[config.mk]
export PLATFORM = sky130hd
export DESIGN_NAME = pc_ras
export DESIGN_NICKNAME = d
export VERILOG_FILES = /design/src/rtl/pc_pkg.sv /design/src/rtl/pc_ras_stack.sv /design/src/rtl/pc_ras.sv
export SDC_FILE = /design/constraint.sdc
export NUM_CORES = 1
export LEC_CHECK = 0
export CAP_MARGIN = 25
export CORE_MARGIN = 3
export CORE_UTILIZATION = 48
export CTS_CLUSTER_SIZE = 16
export DETAILED_ROUTE_END_ITERATION = 10
export PLACE_DENSITY = 0.72
export SLEW_MARGIN = 20
export SYNTH_ARGS = -nofsm -noshare
export SYNTH_HDL_FRONTEND = slang
export SYNTH_SLANG_ARGS = --single-unit
[constraint.sdc]
create_clock -name clk -period 3.6 [get_ports clk]
set_input_delay 1.08 -clock clk [delete_from_list [all_inputs] [get_ports clk]]
set_output_delay 1.08 -clock clk [all_outputs]
set_load 0.005 [all_outputs]
[src/rtl/pc_pkg.sv]
// pc_pkg: shared types for the program counter with return-address stack.
//   branch_t   - 3-bit command issued by the decoder each cycle
//   pc_state_t - control FSM state (RUN / HALTED)
package pc_pkg;

    typedef enum logic [2:0] {
        SEQ      = 3'd0,
        JUMP     = 3'd1,
        BR_SHORT = 3'd2,
        BR_LONG  = 3'd3,
        CALL     = 3'd4,
        RET      = 3'd5,
        HALT     = 3'd6,
        RSVD     = 3'd7
    } branch_t;

    typedef enum logic {
        RUN    = 1'b0,
        HALTED = 1'b1
    } pc_state_t;

endpackage

[src/rtl/pc_ras_stack.sv]
// pc_ras_stack: circular LIFO of return addresses.
//   clk, reset   - clock, synchronous active-high reset (clears count/pointer)
//   push_i       - write data_i on top; when full the oldest entry is overwritten
//   pop_i        - drop the top entry (ignored when empty)
//   data_i       - address to push
//   top_o        - most recently pushed valid entry
//   count_o      - number of valid entries, saturates at RAS_DEPTH
//   full_o/empty_o - occupancy status
// push_i and pop_i are never asserted together by the top level.
module pc_ras_stack #(
    parameter int AW        = 8,
    parameter int RAS_DEPTH = 4
) (
    input  logic                         clk,
    input  logic                         reset,
    input  logic                         push_i,
    input  logic                         pop_i,
    input  logic [AW-1:0]                data_i,
    output logic [AW-1:0]                top_o,
    output logic [$clog2(RAS_DEPTH):0]   count_o,
    output logic                         full_o,
    output logic                         empty_o
);
    localparam int PW = $clog2(RAS_DEPTH);
    localparam int CW = PW + 1;

    logic [AW-1:0] mem_q [RAS_DEPTH];
    logic [PW-1:0] ptr_q;   // next slot to write; wraps naturally (power-of-two depth)
    logic [CW-1:0] count_q;

    assign full_o  = (count_q == CW'(RAS_DEPTH));
    assign empty_o = (count_q == '0);
    assign count_o = count_q;
    assign top_o   = mem_q[ptr_q - PW'(1)];

    // Writing at ptr_q when full lands on the oldest entry, giving overwrite-on-full.
    always_ff @(posedge clk) begin
        if (push_i) mem_q[ptr_q] <= data_i;
    end

    always_ff @(posedge clk) begin
        if (reset) begin
            ptr_q   <= '0;
            count_q <= '0;
        end else if (push_i) begin
            ptr_q <= ptr_q + PW'(1);
            if (!full_o) count_q <= count_q + CW'(1);
        end else if (pop_i && !empty_o) begin
            ptr_q   <= ptr_q - PW'(1);
            count_q <= count_q - CW'(1);
        end
    end

endmodule

[src/rtl/pc_ras.sv]
// pc_ras: parametrised program counter with hardware return-address stack.
//   clk, reset        - clock, synchronous active-high reset (beats stall and commands)
//   stall_i           - hold all state, ignore command
//   flag_i            - conditional branches taken when low
//   branch_type_i     - command (pc_pkg::branch_t)
//   start_address_i   - reset vector
//   abs_address_i     - JUMP / CALL target
//   short_offset_i, long_offset_i - signed branch offsets
//   address_o         - registered fetch address
//   ras_count_o       - valid stack entries
//   ras_overflow_o, ras_underflow_o - sticky, cleared only by reset
//   halted_o          - in HALTED state (left only by reset)
// Optional macro PC_TRACE_EN adds prev_address_o and taken_o.
module pc_ras
    import pc_pkg::*;
#(
    parameter int AW        = 8,
    parameter int SHORT_W   = 3,
    parameter int LONG_W    = 6,
    parameter int RAS_DEPTH = 4
) (
    input  logic                        clk,
    input  logic                        reset,
    input  logic                        stall_i,
    input  logic                        flag_i,
    input  logic [2:0]                  branch_type_i,
    input  logic [AW-1:0]               start_address_i,
    input  logic [AW-1:0]               abs_address_i,
    input  logic [SHORT_W-1:0]          short_offset_i,
    input  logic [LONG_W-1:0]           long_offset_i,
    output logic [AW-1:0]               address_o,
    output logic [$clog2(RAS_DEPTH):0]  ras_count_o,
    output logic                        ras_overflow_o,
    output logic                        ras_underflow_o,
`ifdef PC_TRACE_EN
    output logic [AW-1:0]               prev_address_o,
    output logic                        taken_o,
`endif
    output logic                        halted_o
);
    pc_state_t     state_q, state_d;
    logic [AW-1:0] address_q, address_d;
    logic          ovf_q, ovf_d, unf_q, unf_d;
    logic          push, pop, accept;
    logic          stk_full, stk_empty;
    logic [AW-1:0] stk_top, addr_inc, addr_short, addr_long;
    branch_t       cmd;

    assign cmd        = branch_t'(branch_type_i);
    assign accept     = !stall_i && (state_q == RUN);
    assign addr_inc   = address_q + AW'(1);
    // Sized cast of a signed operand sign-extends; the sum wraps mod 2^AW.
    assign addr_short = address_q + AW'($signed(short_offset_i));
    assign addr_long  = address_q + AW'($signed(long_offset_i));

    pc_ras_stack #(.AW(AW), .RAS_DEPTH(RAS_DEPTH)) u_stack (
        .clk     (clk),
        .reset   (reset),
        .push_i  (push),
        .pop_i   (pop),
        .data_i  (addr_inc),
        .top_o   (stk_top),
        .count_o (ras_count_o),
        .full_o  (stk_full),
        .empty_o (stk_empty)
    );

    always_comb begin
        state_d   = state_q;
        address_d = address_q;
        ovf_d     = ovf_q;
        unf_d     = unf_q;
        push      = 1'b0;
        pop       = 1'b0;
        if (accept) begin
            case (cmd)
                JUMP:     address_d = abs_address_i;
                BR_SHORT: address_d = flag_i ? addr_inc : addr_short;
                BR_LONG:  address_d = flag_i ? addr_inc : addr_long;
                CALL: begin
                    push      = 1'b1;
                    address_d = abs_address_i;
                    if (stk_full) ovf_d = 1'b1;
                end
                RET: begin
                    if (!stk_empty) begin
                        pop       = 1'b1;
                        address_d = stk_top;
                    end else begin
                        address_d = addr_inc;
                        unf_d     = 1'b1;
                    end
                end
                HALT:    state_d   = HALTED;
                default: address_d = addr_inc;  // SEQ and reserved
            endcase
        end
    end

    always_ff @(posedge clk) begin
        if (reset) begin
            state_q   <= RUN;
            address_q <= start_address_i;
            ovf_q     <= 1'b0;
            unf_q     <= 1'b0;
        end else begin
            state_q   <= state_d;
            address_q <= address_d;
            ovf_q     <= ovf_d;
            unf_q     <= unf_d;
        end
    end

    assign address_o       = address_q;
    assign ras_overflow_o  = ovf_q;
    assign ras_underflow_o = unf_q;
    assign halted_o        = (state_q == HALTED);

`ifdef PC_TRACE_EN
    logic [AW-1:0] prev_address_q;
    logic          taken_q, redirect;

    assign redirect = accept && ((cmd == JUMP) || (cmd == CALL) ||
                                 ((cmd == RET) && !stk_empty) ||
                                 (((cmd == BR_SHORT) || (cmd == BR_LONG)) && !flag_i));

    always_ff @(posedge clk) begin
        if (reset) begin
            prev_address_q <= '0;
            taken_q        <= 1'b0;
        end else begin
            if (accept) prev_address_q <= address_q;
            taken_q <= redirect;
        end
    end

    assign prev_address_o = prev_address_q;
    assign taken_o        = taken_q;
`endif

endmodule

==> flow_summary.json <==
{
  "area.sequential_um2": 1361,
  "synth_area_leaders": "edfxtp_1 (39%), ha_1 (7.7%), mux4_1 (5.9%)",
  "ctsHoldBuffers": 0,
  "synth.distinct_cells": 49,
  "nets": 389,
  "multi_input_area_um2": 1644,
  "vias_per_cell": 5.932,
  "wirelength_mm": 7.150,
  "whs_path_depth": 2,
  "yosysSeqAreaShare_pct": 43.89,
  "yosysMostFrequentCell": "edfxtp_1",
  "syn_inst": 284,
  "grt_pass1_wl_mm": 11.64,
  "synthesis.nets": 338,
  "yosys.area.top_type": "edfxtp_1",
  "cts_tree": "yes",
  "firstDrtPassIters": 4,
  "die_area_um2": 7462,
  "synth_edf_count": 40,
  "cts.path.max_buffers": 2,
  "tritoncts.num_buffers": 5,
  "drtIter0Drc": 121,
  "drc": 0,
  "port_buffers": 45,
  "fin_setup_tns_ps": 0,
  "rr_worst_depth": 8,
  "whs_ps": 476.7,
  "max_freq_mhz": 309.3,
  "cp-end-kind": "register",
  "synth_warnings": 0,
  "antenna_found_initial": 0,
  "cts_resized": 0,
  "status": "complete, no violations",
  "io_pins": 46,
  "path_class": "input port to register",
  "vias": 2438,
  "cap_violations": 0,
  "core_um2": 6096,
  "diodes": 0,
  "period_share_pct": 89.80,
  "num_rows": 28,
  "cp.arrival_ps": 3290,
  "required_ps": 3660,
  "start_util_pct": 50.88,
  "worstHoldPathType": "register to register",
  "grt_pass1_vias": 2346,
  "synthFlopType": "edfxtp_1",
  "cp-start-kind": "input port",
  "syn_to_final_growth_pct": 22.51,
  "h-tree-depth": 2,
  "grt_max_degree": 19,
  "fillers": 505,
  "fin_skew_ps": 9.198,
  "grt_overflow": 0,
  "worstSkewPairLatency_ps": 310,
  "maxSlewViolCount": 0,
  "synth_common_cells": "edfxtp_1 (40), nor2_1 (25), a21oi_1 (19), ha_1 (19), o21ai_0 (19)",
  "grt_util_all_layers_pct": 20.08,
  "dp_hpwl_mm": 5.538,
  "period_needed_ps": 3233,
  "postCtsSetupRepairBufs": 0,
  "pwr_density_cell_nw_per_um2": 403.7,
  "final_antenna_net_count": 0,
  "setup_viol": 0,
  "max_slew_margin_pct": 60.36,
  "wire_per_inst_um": 17.40,
  "finalHoldViolCount": 0,
  "leakagePower_nw": 1.407,
  "fin_area_um2": 3800,
  "ys_ff_latch": 48,
  "syn_area_per_cell_um2": 10.92,
  "clk_pin_slew_ps": 80,
  "syn_area_um2": 3102,
  "dieHeight_um": 86.39,
  "yosysTopAreaCellShare_pct": 38.73,
  "rsz0062_at_grt": "no",
  "gp_congestion": 0.8789,
  "dieWidth_um": 86.39,
  "async_flop_share_pct": 0,
  "worst_pin_slew_ps": 592.6,
  "critPathMaxFanout": 8,
  "final_layout_size_suffix_gt1_share_pct": 6.250,
  "dpl_cell_area_um2": 3662,
  "clock_sinks": 48,
  "vdd_drop_max_uv": 282.6,
  "root_buffer": "clkbuf_8"
}
cells in the final DEF, fill, tap and decap left out, drive strengths merged, types with 6 or more instances in the layout:
cell type / netlist / final
inv: 14 / 15
a221oi: 7 / 7
a211oi: 9 / 9
nand2: 13 / 13
clkdlybuf4s50: 0 / 45
and2: 7 / 7
edfxtp: 40 / 40
nand3: 6 / 6
dfxtp: 8 / 8
xnor2: 11 / 11
mux4: 8 / 8
xor2: 7 / 7
nor2: 25 / 25
a21oi: 19 / 19
buf: 3 / 8
nor3: 9 / 9
o21ai: 20 / 20
ha: 19 / 19
through the flow:
stage	std cells	util, %	power [W]	worst slack [ps]
global route	411	62.34	0.001617	249.7
detailed placement	403	60.08	0.001082	90.78
global placement	403	60.08	0.001075	154.9
floorplan	284	-	0.0009346	715.0
finish	411	62.34	0.001534	367.2
CTS	411	62.34	0.001542	409.3
layer usage:
| layer | wire length, um | up-vias | global-route usage (%) |
|---|---|---|---|
| li1 | - | 1203 | - |
| met1 | 3189 | 1177 | 27.04 |
| met2 | 3531 | 48 | 33.31 |
| met3 | 295 | 10 | 3.232 |
| met4 | 134 | 0 | 6.374 |
| met5 | 0 | - | 0 |
registers in the layout (all words and copies together) (netlist names):
register / cells
address_o: 8
ras_overflow_o: 1
u_stack.mem_q: 32
u_stack.ptr_q: 2
u_stack.count_o: 3
halted_o: 1
ras_underflow_o: 1
worst max-delay path, stage by stage:
cell             delay, ps
clkdlybuf4s50_1        550
ha_1                   440
o21ai_0                140
o21ai_0                270
mux2i_1                230
o221ai_1               150
xor2_1                 170
a31o_2                 250
final timing paths:
check	slack, ps	to	start
max	370	address_o[7]$_DFFE_PP_	short_offset_i[2]
min reg2reg	480	ras_underflow_o$_SDFFE_PP0P_	ras_underflow_o$_SDFFE_PP0P_
min	480	ras_underflow_o$_SDFFE_PP0P_	ras_underflow_o$_SDFFE_PP0P_
max reg2reg	1020	address_o[6]$_DFFE_PP_	address_o[0]$_DFFE_PP_
where the power goes:
| group | internal (W) | switching [W] | leakage (nW) |
|---|---|---|---|
| combinational | 0.000191 | 0.000212 | 0.905 |
| clock | 0.000279 | 0.000181 | 0.0687 |
| sequential | 0.000641 | 0.0000298 | 0.433 |
| total | 0.00111 | 0.000422 | 1.41 |
logic make-up (layout without fill, tap and decap cells):
kind of cell,count (synthesis),after routing,synth area share (%)
adder cells (fa/ha/maj),22,22,9.601
AO/OA/AOI/OAI,90,90,19.61
multiplexers,12,12,7.987
AND/OR/NAND/NOR,71,71,10.73
XOR/XNOR,18,18,5.083
flip-flops,48,48,43.89
buffers and inverters,23,75,3.106
area by class of cell:
cell class / count / share of cell area, %
multi-input cells: 213 / 43.27
well taps: 75 / 2.470
inverters: 14 / 1.383
repair buffers: 53 / 13.43
clock inverters: 3 / 1.811
flip-flops and latches: 48 / 35.82
clock buffers: 5 / 1.811
Note: power is estimated with default switching activity, not from simulation.
